## src/rtl/decode_queue.sv

```systemverilog
// decode_queue: registered RV32I decode stage feeding a DEPTH-entry FIFO of decoded bundles.
// Define DECODE_M_EXT_EN to accept M-extension OP encodings (funct7=0000001).
module decode_queue #(
  parameter int DEPTH    = 2,
  parameter int PC_WIDTH = 32
) (
  input  logic                clk,
  input  logic                rst_n,
  input  logic                flush,
  input  logic                in_valid,
  output logic                in_ready,
  input  logic [31:0]         in_inst,
  input  logic [PC_WIDTH-1:0] in_pc,
  output logic                out_valid,
  input  logic                out_ready,
  output logic [PC_WIDTH-1:0] out_pc,
  output logic                out_illegal,
  output logic [6:0]          out_opcode,
  output logic [31:0]         out_imm,
  output logic [4:0]          out_rs1,
  output logic [4:0]          out_rs2,
  output logic [4:0]          out_rd,
  output logic                out_rs1_used,
  output logic                out_rs2_used,
  output logic                out_rd_we,
  output logic [3:0]          out_alu_op,
  output logic                out_negate_alu_lsb,
  output logic [1:0]          out_load_store_size,
  output logic                out_load_high,
  output logic                out_muldiv
);
  localparam int PW = (DEPTH > 1) ? $clog2(DEPTH) : 1;
  localparam int CW = $clog2(DEPTH + 1);
  localparam logic [PW-1:0] LAST_PTR = PW'(DEPTH - 1);
  localparam logic [CW-1:0] DEPTH_C  = CW'(DEPTH);

  localparam logic [6:0] OP_LUI    = 7'b0110111;
  localparam logic [6:0] OP_AUIPC  = 7'b0010111;
  localparam logic [6:0] OP_JAL    = 7'b1101111;
  localparam logic [6:0] OP_JALR   = 7'b1100111;
  localparam logic [6:0] OP_BRANCH = 7'b1100011;
  localparam logic [6:0] OP_LOAD   = 7'b0000011;
  localparam logic [6:0] OP_STORE  = 7'b0100011;
  localparam logic [6:0] OP_IMM    = 7'b0010011;
  localparam logic [6:0] OP_OP     = 7'b0110011;
  localparam logic [6:0] OP_MISC   = 7'b0001111;

  // Register-register ALU codes are {funct7[5], funct3}; EQ sits in a free slot.
  localparam logic [3:0] ALU_ADD = 4'd0;
  localparam logic [3:0] ALU_SLL = 4'd1;
  localparam logic [3:0] ALU_LT  = 4'd2;
  localparam logic [3:0] ALU_LTU = 4'd3;
  localparam logic [3:0] ALU_SUB = 4'd8;
  localparam logic [3:0] ALU_EQ  = 4'd9;
  localparam logic [3:0] ALU_SRA = 4'd13;

  typedef struct packed {
    logic [PC_WIDTH-1:0] pc;
    logic                illegal;
    logic [6:0]          opcode;
    logic [31:0]         imm;
    logic [4:0]          rs1;
    logic [4:0]          rs2;
    logic [4:0]          rd;
    logic                rs1_used;
    logic                rs2_used;
    logic                rd_we;
    logic [3:0]          alu_op;
    logic                negate;
    logic [1:0]          ls_size;
    logic                load_high;
    logic                muldiv;
  } dec_t;

  logic [6:0]  opc, f7;
  logic [2:0]  f3;
  logic [4:0]  rd, rs1, rs2;
  logic [31:0] imm_i, imm_s, imm_b, imm_u, imm_j;
  dec_t        fld, dec, head;
  logic        legal;

  assign opc   = in_inst[6:0];
  assign rd    = in_inst[11:7];
  assign f3    = in_inst[14:12];
  assign rs1   = in_inst[19:15];
  assign rs2   = in_inst[24:20];
  assign f7    = in_inst[31:25];
  assign imm_i = {{20{in_inst[31]}}, in_inst[31:20]};
  assign imm_s = {{20{in_inst[31]}}, in_inst[31:25], in_inst[11:7]};
  assign imm_b = {{19{in_inst[31]}}, in_inst[31], in_inst[7], in_inst[30:25], in_inst[11:8], 1'b0};
  assign imm_u = {in_inst[31:12], 12'b0};
  assign imm_j = {{11{in_inst[31]}}, in_inst[31], in_inst[19:12], in_inst[20], in_inst[30:21], 1'b0};

  always_comb begin
    fld   = '0;
    legal = 1'b0;
    case (opc)
      OP_LUI, OP_AUIPC: begin
        legal   = 1'b1;
        fld.imm = imm_u;
        fld.rd  = rd;
      end
      OP_JAL: begin
        legal   = 1'b1;
        fld.imm = imm_j;
        fld.rd  = rd;
      end
      OP_JALR: begin
        legal        = (f3 == 3'b000);
        fld.imm      = imm_i;
        fld.rs1      = rs1;
        fld.rs1_used = 1'b1;
        fld.rd       = rd;
      end
      OP_MISC: legal = 1'b1;
      OP_BRANCH: begin
        legal        = (f3[2:1] != 2'b01);
        fld.imm      = imm_b;
        fld.rs1      = rs1;
        fld.rs2      = rs2;
        fld.rs1_used = 1'b1;
        fld.rs2_used = 1'b1;
        fld.negate   = f3[0];
        case (f3[2:1])
          2'b00:   fld.alu_op = ALU_EQ;
          2'b10:   fld.alu_op = ALU_LT;
          default: fld.alu_op = ALU_LTU;
        endcase
      end
      OP_LOAD: begin
        legal         = (f3 != 3'b011) && (f3[2:1] != 2'b11);
        fld.imm       = imm_i;
        fld.rs1       = rs1;
        fld.rs1_used  = 1'b1;
        fld.rd        = rd;
        fld.alu_op    = ALU_ADD;
        fld.ls_size   = f3[1:0];
        fld.load_high = f3[2];
      end
      OP_STORE: begin
        legal        = !f3[2] && (f3[1:0] != 2'b11);
        fld.imm      = imm_s;
        fld.rs1      = rs1;
        fld.rs2      = rs2;
        fld.rs1_used = 1'b1;
        fld.rs2_used = 1'b1;
        fld.alu_op   = ALU_ADD;
        fld.ls_size  = f3[1:0];
      end
      OP_IMM: begin
        fld.rs1      = rs1;
        fld.rs1_used = 1'b1;
        fld.rd       = rd;
        if (f3 == 3'b001) begin
          legal      = (f7 == 7'b0000000);
          fld.imm    = {27'b0, rs2};
          fld.alu_op = ALU_SLL;
        end else if (f3 == 3'b101) begin
          legal      = (f7 == 7'b0000000) || (f7 == 7'b0100000);
          fld.imm    = {27'b0, rs2};
          fld.alu_op = f7[5] ? ALU_SRA : {1'b0, f3};
        end else begin
          legal      = 1'b1;
          fld.imm    = imm_i;
          fld.alu_op = {1'b0, f3};
        end
      end
      OP_OP: begin
        fld.rs1      = rs1;
        fld.rs2      = rs2;
        fld.rs1_used = 1'b1;
        fld.rs2_used = 1'b1;
        fld.rd       = rd;
        if (f7 == 7'b0000000) begin
          legal      = 1'b1;
          fld.alu_op = {1'b0, f3};
        end else if (f7 == 7'b0100000 && (f3 == 3'b000 || f3 == 3'b101)) begin
          legal      = 1'b1;
          fld.alu_op = f3[2] ? ALU_SRA : ALU_SUB;
        end
`ifdef DECODE_M_EXT_EN
        else if (f7 == 7'b0000001) begin
          legal      = 1'b1;
          fld.muldiv = 1'b1;
          fld.alu_op = {1'b0, f3};
        end
`endif
      end
      default: legal = 1'b0;
    endcase
    // rd is only populated by writeback formats, so a nonzero rd means a write.
    fld.rd_we   = (fld.rd != 5'd0);
    dec         = legal ? fld : '0;
    dec.pc      = in_pc;
    dec.opcode  = opc;
    dec.illegal = !legal;
  end

  dec_t          mem_q [DEPTH];
  dec_t          mem_d [DEPTH];
  logic [PW-1:0] wptr_q, wptr_d, rptr_q, rptr_d;
  logic [CW-1:0] count_q, count_d;
  logic          in_ready_q, in_ready_d;
  logic          push, pop;

  assign push = in_valid && in_ready_q && !flush;
  assign pop  = (count_q != '0) && out_ready && !flush;

  always_comb begin
    mem_d   = mem_q;
    wptr_d  = wptr_q;
    rptr_d  = rptr_q;
    count_d = count_q;
    if (flush) begin
      wptr_d  = '0;
      rptr_d  = '0;
      count_d = '0;
    end else begin
      if (push) begin
        mem_d[wptr_q] = dec;
        wptr_d = (wptr_q == LAST_PTR) ? '0 : wptr_q + PW'(1);
      end
      if (pop)
        rptr_d = (rptr_q == LAST_PTR) ? '0 : rptr_q + PW'(1);
      if (push && !pop)
        count_d = count_q + CW'(1);
      else if (pop && !push)
        count_d = count_q - CW'(1);
    end
    // Registered so that in_ready never depends combinationally on out_ready.
    in_ready_d = (count_d < DEPTH_C);
  end

  always_ff @(posedge clk or negedge rst_n) begin
    if (!rst_n) begin
      for (int i = 0; i < DEPTH; i++) mem_q[i] <= '0;
      wptr_q     <= '0;
      rptr_q     <= '0;
      count_q    <= '0;
      in_ready_q <= 1'b1;
    end else begin
      mem_q      <= mem_d;
      wptr_q     <= wptr_d;
      rptr_q     <= rptr_d;
      count_q    <= count_d;
      in_ready_q <= in_ready_d;
    end
  end

  assign in_ready  = in_ready_q;
  assign out_valid = (count_q != '0);
  assign head      = out_valid ? mem_q[rptr_q] : '0;

  assign out_pc              = head.pc;
  assign out_illegal         = head.illegal;
  assign out_opcode          = head.opcode;
  assign out_imm             = head.imm;
  assign out_rs1             = head.rs1;
  assign out_rs2             = head.rs2;
  assign out_rd              = head.rd;
  assign out_rs1_used        = head.rs1_used;
  assign out_rs2_used        = head.rs2_used;
  assign out_rd_we           = head.rd_we;
  assign out_alu_op          = head.alu_op;
  assign out_negate_alu_lsb  = head.negate;
  assign out_load_store_size = head.ls_size;
  assign out_load_high       = head.load_high;
  assign out_muldiv          = head.muldiv;
endmodule

```

## config.mk

```make
export PLATFORM = sky130hd
export DESIGN_NAME = decode_queue
export DESIGN_NICKNAME = d
export VERILOG_FILES = /design/src/rtl/decode_queue.sv
export SDC_FILE = /design/constraint.sdc
export NUM_CORES = 1
export LEC_CHECK = 0
export ABC_AREA = 1
export CORE_ASPECT_RATIO = 0.6
export CORE_MARGIN = 3
export CORE_UTILIZATION = 40
export CTS_BUF_LIST = sky130_fd_sc_hd__clkbuf_4 sky130_fd_sc_hd__clkbuf_8
export DETAILED_ROUTE_END_ITERATION = 6
export PLACE_DENSITY_LB_ADDON = 0.2
export SLEW_MARGIN = 5
export SYNTH_ARGS = -nofsm -noshare
export SYNTH_HDL_FRONTEND = slang
export SYNTH_SLANG_ARGS = --single-unit
```

## constraint.sdc

```tcl
create_clock -name clk -period 2 [get_ports clk]
set_input_delay 0.3 -clock clk [delete_from_list [all_inputs] [get_ports clk]]
set_output_delay 0.3 -clock clk [all_outputs]
set_load 0.1 [all_outputs]
```

# Word-level counts from Yosys, hierarchy flattened
# Index checks and enable logic that the tools add are counted.
[classes] magnitude_cmp=4 muxes=41 eq_ne=18 reduce_logical=32 n_addsub=4 bitwise=3
[ops] operator="2-to-1 mux 99 bit" count=5
[ops] operator="bitwise mux 198 bit" count=1
[ops] operator="case mux 32 bit (6 select lines)" count=1
[ops] operator="demux 99 bit (select 1 bit)" count=1
[ops] operator="2-to-1 mux 32 bit" count=2
[ops] operator="2-to-1 mux 59 bit" count=1
[ops] operator="equality test 7 x 6 -> 1 bit (second input constant)" count=4
[ops] operator="equality test 7 bit (second input constant)" count=3
[ops] operator="2-to-1 mux 4 bit" count=5
[ops] operator="2-to-1 mux 5 bit" count=3
[ops] operator="equality test 7 x 5 -> 1 bit (second input constant)" count=2
[ops] operator="2-to-1 mux 1 bit" count=14
[ops] operator="case mux 4 bit (3 select lines)" count=1
[ops] operator="logical AND 1 bit" count=10
[ops] operator="2-to-1 mux 2 bit" count=4
[ops] operator="case mux 4 bit (2 select lines)" count=1
[ops] operator="equality test 7 x 2 -> 1 bit (second input constant)" count=1
[ops] operator="equality test 7 x 4 -> 1 bit (second input constant)" count=1
[ops] operator="logical NOT 7 bit" count=1
[ops] operator="case mux 1 bit (7 select lines)" count=1
[ops] operator="OR reduction 7 bit" count=1
[ops] operator="nonzero test 2 bit" count=3
[ops] operator="OR reduction 2 bit" count=3
[ops] operator="OR reduction 6 bit" count=1
[ops] operator="23 further kinds" count=32
[totals] input_bits=69 output_inout_bits=101 reg_bits=203

# Logic depth before layout (Yosys ltp)
# Gate-level depths: netlist (run 1).
[logic_depth] ltp_word=8 ltp_mapped=12

# Worst setup path before layout (run 1)
# No wires, ideal clock.
[synth_timing] kind="register to output" start="reg count_q[0]" end="out out_pc[22]" slack_ps=-1703 arrival_ps=3403 required_ps=1700 stages_incl_launch_ff=8 path_cell_list="dfrtp_1 -> inv_1 -> ha_1 -> clkinv_1 -> clkbuf_1 -> clkbuf_1 -> o21ai_0 -> nor2_1"
[synth_between] elab_chain_cells=2
[synth_rtl] element="start, declared" line_no="202" rtl="logic [CW-1:0] count_q, count_d;"
[synth_rtl] element="start signal, assigned" line_no="245" rtl="count_q <= count_d;"
[synth_rtl] element="nonzero test 2 bit" line_no="251" rtl="assign out_valid = (count_q != '0);"
[synth_rtl] element="named net out_valid" line_no="14" rtl="output logic out_valid,"
[synth_rtl] element="2-to-1 mux 99 bit" line_no="252" rtl="assign head = out_valid ? mem_q[rptr_q] : '0;"
[synth_rtl] element="end, declared" line_no="16" rtl="output logic [PC_WIDTH-1:0] out_pc,"
# The timed path passes the listed nets, and every way through them passes these cells.

# Final worst setup path (run 1)
[layout_timing] start="reg count_q[1]" end="out out_alu_op[3]"
[layout_between] elab_chain_cells=2
[layout_rtl] element="nonzero test 2 bit" line_no="251"
[layout_rtl] element="2-to-1 mux 99 bit" line_no="252"
[layout_rtl] element="end, declared" line_no="26" rtl="output logic [3:0] out_alu_op,"
# No other way between the ends.

==> impl_metrics.toml, run 1 <==
[logic_synthesis]
synth_seq_cells = 201
synth_area_um2 = 10100
yosysUniqueCellTypes = 29
synthCells = 1394
syn-num-nets = 1464
syn_avg_cell_area_um2 = 7.27
synth-seq-area-share_pct = 49.7
yosys_warnings = 0

[worst_hold_path]
hold_class = "input pin to asynchronous set/reset pin"

[die]
initial_utilization_pct = 41.3
fp.dieW_um = 211
dieArea_um2 = 27300
die_h_um = 129
rows = 44
io_pins = 170
core_um2 = 24600

[grt]
grt_pass1_vias = 10100
grt_first_pass_wirelength_mm = 55.2
grt_max_degree = 61
grt_use_total_pct = 25.6
grt_overflow_total = 0
antenna_found_initial = 1

[drt]
drc_errors = 0
ant_nets = 0
drt_iter0_drc = 867
vias = 10500
drtPass1Iterations = 7
vias_per_cell = 5.37
wire_per_inst_um = 18.5
wirelength_mm = 36.1

[clock_network]
clock_latency_ns = 0.59
h-tree-depth = 1
cts_root_buffer = "clkbuf_8"
cts.reportedPaths.clkPinSlew_ns = 0.06
cts_buffers = 31
cts_tree = "yes"
ctsLongestPathBuffers = 3
cts.sinks = 201

[sta]
finalHoldViolCount = 0
rsz0062_at_grt = "yes"
fin_crit_ns = 2.26
slew_violations = 0
fin_crit_sh_pct = 113
fmax_mhz = 442
setup_viol = 98
fin_skew_ns = 0.0144
worst_slack_ns = -0.263

[critical_path]
critPathRequiredTime_ns = 1.70
worstSetupEndpointType = "primary output"
reg2reg_to = "count_q[1]"
r2r-start = "count_q[0]"
r2r_slack_ns = 0.14
critPathLaunchType = "flip-flop"
cp_max_fo = 8
critPathKind = "flip-flop to primary output"
worst-r2r-cell-count = 12
worstPathArrival_ns = 1.96

[finish]
mostFrequentLayoutCells = "388 x nand2_1, 199 x dfrtp_1, 138 x nand3_1"
syn_to_final_growth_pct = 58.2
stdcell_count = 1949
fin_area_um2 = 16000
final_common_cell = "nand2_1"
nNetsFinal = 1676
fill_cells = 2023
utilization_pct = 65.3
layout-drive-gt1-share_pct = 28.5

[pwr]
leakagePower_nw = 7.76
ir_drop_mv = 0.778
power_density_nw_per_um2 = 1060

[outcome]
violations = "setup timing"
outcome = "complete, but fails checks"

[placement]
gp_congestion = 0.975
dp_hpwl_mm = 22.2
placed_area_um2 = 14500
placed_cells = 1877
preCtsSetupSlack_ns = -0.383
port_buffers = 168

[flow_run]
max_cap_violations = 0
[state kept, by name, summed over array words and instances (netlist names)]
name	flops
mem_q	196
count_q	2
in_ready	1
rptr_q	1
wptr_q	1
[cells by family after synthesis]
family,synth area share (%)
and+or+nand+nor,32.7
AOI/OAI and AO/OA,10.7
DFF,49.7
buffers and inverters,6.81
adders and majority gates,0.123
other,0.0370
[cell type report]
type                            instances  area (um^2)  area share (%)
Multi-Input combinational cell       1020         5640            35.2
Sequential cell                       201         5040            31.4
Timing Repair Buffer                  270         3960            24.7
Clock buffer                           49          606            3.78
Tap cell                              322          403            2.51
Inverter                               81          348            2.17
Clock inverter                          4         20.0           0.125
Timing Repair inverter                  1         11.3          0.0703
Antenna cell                            1         2.50          0.0156
[synthesized netlist by cell type]
master	instances	area (um^2)
a21oi_1	7	35.0
nand2_1	388	1460
buf_1	4	15.0
buf_6	1	11.3
o31ai_1	2	15.0
inv_1	73	274
nand4_2	1	12.5
o21ai_0	201	1010
dfstp_2	1	26.3
ha_1	1	12.5
nand3b_1	12	90.1
inv_2	7	26.3
a21boi_0	1	7.51
conb_1	1	3.75
o22ai_1	1	6.26
clkbuf_1	71	267
nor3_1	1	5.00
buf_4	5	37.5
nor2_1	242	908
nor2_2	4	25.0
o211ai_1	1	7.51
nand2_2	2	12.5
nand4_1	14	87.6
nand3_1	138	691
clkinv_1	1	3.75
buf_2	11	55.1
dfrtp_1	200	5000
o21ai_1	1	5.00
nor2_4	2	22.5
[worst max path at each step]
stage	startpoint	slack [ns]	end
2_1_floorplan	count_q[0]	-0.01	out_pc[22]
3_3_place_gp	in_inst[1]	-0.31	mem_q[113]
3_5_place_dp	in_inst[1]	-0.38	mem_q[14]
4_1_cts	count_q[1]	-0.35	out_imm[7]
5_1_grt	count_q[1]	-0.30	out_load_high
6_report	count_q[1]	-0.26	out_alu_op[3]
[layer usage]
layer	GRT usage (%)	part of all wire [%]	vias up	wire length (um)
met5	0	0	-	0
met1	38.6	45	5046	16400
met3	6.34	9.3	50	3340
met4	5.78	1.9	0	702
li1	-	-	4898	-
met2	37.0	43	463	15600
[report_power, final]
group          switching, mW  internal [mW]
Combinational           5.51           2.96
Clock                   1.66           1.90
Sequential             0.358           4.66
[metrics by stage]
stage | setup TNS [ns] | power (mW) | hold slack (ns)
finish | -20.44 | 17.0 | 0.228
global route | -26.95 | 17.7 | 0.256
CTS | -28.94 | 16.6 | 0.230
detailed placement | -37.00 | 12.3 | 0.296
global placement | -30.63 | 12.2 | 0.291
floorplan | -0.0114 | 9.62 | 0.00441
[critical path, stage by stage (launching register included)]
cell and delay, ns:
dfrtp_1 0.35, inv_2 0.06, ha_4 0.20, clkinv_8 0.12
buf_12 0.17, o21ai_4 0.08, nor2_4 0.18, buf_12 0.20
[repair_timing]
item / 4_1_cts / 5_1_grt
cloned: 8 / 4
resized for setup: 80 / 161
setup endpoints to repair: 99 / 99
hold buffers: 1 / 0
pin swaps: 6 / 21
setup buffers: 8 / 2
hold endpoints to repair: 45 / 0
(Power assumes the default switching activity.)
==> run 2: changes to the inputs <==
--- a/config.mk
+++ b/config.mk
@@ -10,6 +10,7 @@
 export CORE_MARGIN = 3
 export CORE_UTILIZATION = 40
 export CTS_BUF_LIST = sky130_fd_sc_hd__clkbuf_4 sky130_fd_sc_hd__clkbuf_8
+export CTS_CLUSTER_SIZE = 10
 export DETAILED_ROUTE_END_ITERATION = 6
 export PLACE_DENSITY_LB_ADDON = 0.2
 export SLEW_MARGIN = 5
==> run 2 against run 1 <==
  * The flow finishes with violations (DRC, setup timing)
  * Sequential cell count did not move
  * Worst hold slack got worse by 0.0012 ns
  * Die area did not move
  * Final area did not move
  * Utilization did not move
  * Critical endpoint unchanged
  * Largest cell class unchanged
  * Highest routed layer unchanged
==> impl_metrics.toml, run 2 (same netlist as run 1, synthesis figures left out) <==
[finish]
stdcell_count = 1949
reg.largest.list = "mem_q: 196 flops, count_q: 2 flops"
largest_register_ff_count = 196
layout-drive-gt1-share_pct = 28.5
syn_to_final_growth_pct = 58.2
utilization_pct = 65.3
mostFrequentLayoutCells = "388 x nand2_1, 199 x dfrtp_1, 138 x nand3_1"
nNetsFinal = 1676
top_register = "mem_q"
final_common_cell = "nand2_1"

[clock_network]
cts.sinks = 201
clock_latency_ns = 0.58
h-tree-depth = 1
ctsLongestPathBuffers = 3
cts.reportedPaths.clkPinSlew_ns = 0.06
cts_root_buffer = "clkbuf_8"
cts_tree = "yes"
cts_buffers = 31

[sta]
fin_skew_ns = 0.0164
worst_slack_ns = -0.248
fin_crit_ns = 2.25
rsz0062_at_grt = "yes"
fmax_mhz = 445
finalHoldViolCount = 0
timing.hold.ws_ns = 0.227
slew_violations = 0
setup_viol = 98
fin_crit_sh_pct = 112

[pwr]
ir_drop_mv = 0.778
power_density_nw_per_um2 = 1060
leakagePower_nw = 7.76
p_total_mw = 17.0

[die]
rows = 44
initial_utilization_pct = 41.3
core_um2 = 24600
io_pins = 170
fp.dieW_um = 211
dieArea_um2 = 27300
die_h_um = 129

[critical_path]
cpPeakStageDelay_ns = 0.35
critPathRequiredTime_ns = 1.70
crit_path_cell_trace = "inv_2 -> ha_4 -> clkinv_8 -> buf_12 -> o21ai_4 -> nor2_4 -> buf_12"
critPathKind = "flip-flop to primary output"
worstSetupEndpointType = "primary output"
critPathSlowestCell = "dfrtp_1"
crit_top_cell = "buf_12"
critPathLaunchType = "flip-flop"
cp_max_fo = 8
worstPathArrival_ns = 1.95

[outcome]
outcome = "complete, but fails checks"
violations = "DRC, setup timing"

[grt]
grt_overflow_total = 0
grt_pass1_vias = 10100
grt_max_degree = 61
grt_use_total_pct = 25.6
grt_first_pass_wirelength_mm = 55.2
antenna_found_initial = 1

[drt]
drc_errors = 5
drt_iter0_drc = 943
vias = 10500
ant_nets = 0
wire_per_inst_um = 18.4
drtPass1Iterations = 7
vias_per_cell = 5.37
wirelength_mm = 35.9

[flow_run]
max_cap_violations = 0

[worst_hold_path]
hold_class = "input pin to asynchronous set/reset pin"

[placement]
port_buffers = 168
dp_hpwl_mm = 22.2
gp_congestion = 0.975
placed_cells = 1877
run 2: final cells by class:
class	count	area, um^2
inverter	81	348
clock buffer	49	606
fill	2023	8530
clock inverter	4	20.0
timing repair inverter	1	11.3
antenna	1	2.50
tap	322	403
multi-input combinational	1020	5640
sequential	201	5040
timing repair buffer	270	3960
run 2: repair_timing:
action / CTS / global route
pin swaps: 6 / 21
hold buffers: 1 / 0
buffers inserted: 8 / 2
endpoints found under the setup margin: 99 / 99
endpoints found under the hold margin: 45 / 0
resized for setup: 80 / 161
gates cloned: 8 / 4
run 2: per-stage QoR:
stage	TNS [ns]	area, um^2	setup WS [ns]
floorplan	-0.0114	10900	-0.0114
global placement	-30.63	14500	-0.308
detailed placement	-37.00	14500	-0.383
CTS	-28.94	15600	-0.347
global route	-26.95	16000	-0.303
finish	-20.33	16000	-0.248
run 2: metal layers:
metal | up-vias | track usage (%) | part of all wire (%)
met5 | - | 0 | 0
li1 | 4896 | - | -
met4 | 0 | 5.86 | 2.1
met2 | 489 | 37.0 | 43
met3 | 54 | 6.29 | 10
met1 | 5020 | 38.6 | 44
run 2: power by group:
part	switching [mW]	leakage, nW	total (mW)	internal (mW)
logic	5.51	4.74	8.47	2.96
registers	0.357	2.68	5.01	4.66
clock network	1.65	0.339	3.56	1.90
run 2: critical path: cells and delay by family, from the launching register on:
kind | cells | cell delay [ns]
buf+inv | 4 | 0.55
flops | 1 | 0.35
fa+ha+maj | 1 | 0.20
simple gates | 1 | 0.17
compound gates | 1 | 0.08
run 2: path summary, 6_finish.rpt:
kind | from | endpoint | slack, ns | cells after the start
worst min-delay path | rst_n | mem_q[92] | 0.23 | 2
worst min register to register | mem_q[46] | mem_q[46] | 0.48 | 2
worst max-delay path | count_q[1] | out_alu_op[3] | -0.25 | 7
worst max register to register | count_q[1] | count_q[1] | 0.13 | 12
max in group asynchronous | rst_n | mem_q[170] | 1.10 | 3
min in group clk | in_pc[31] | mem_q[98] | 0.29 | 3
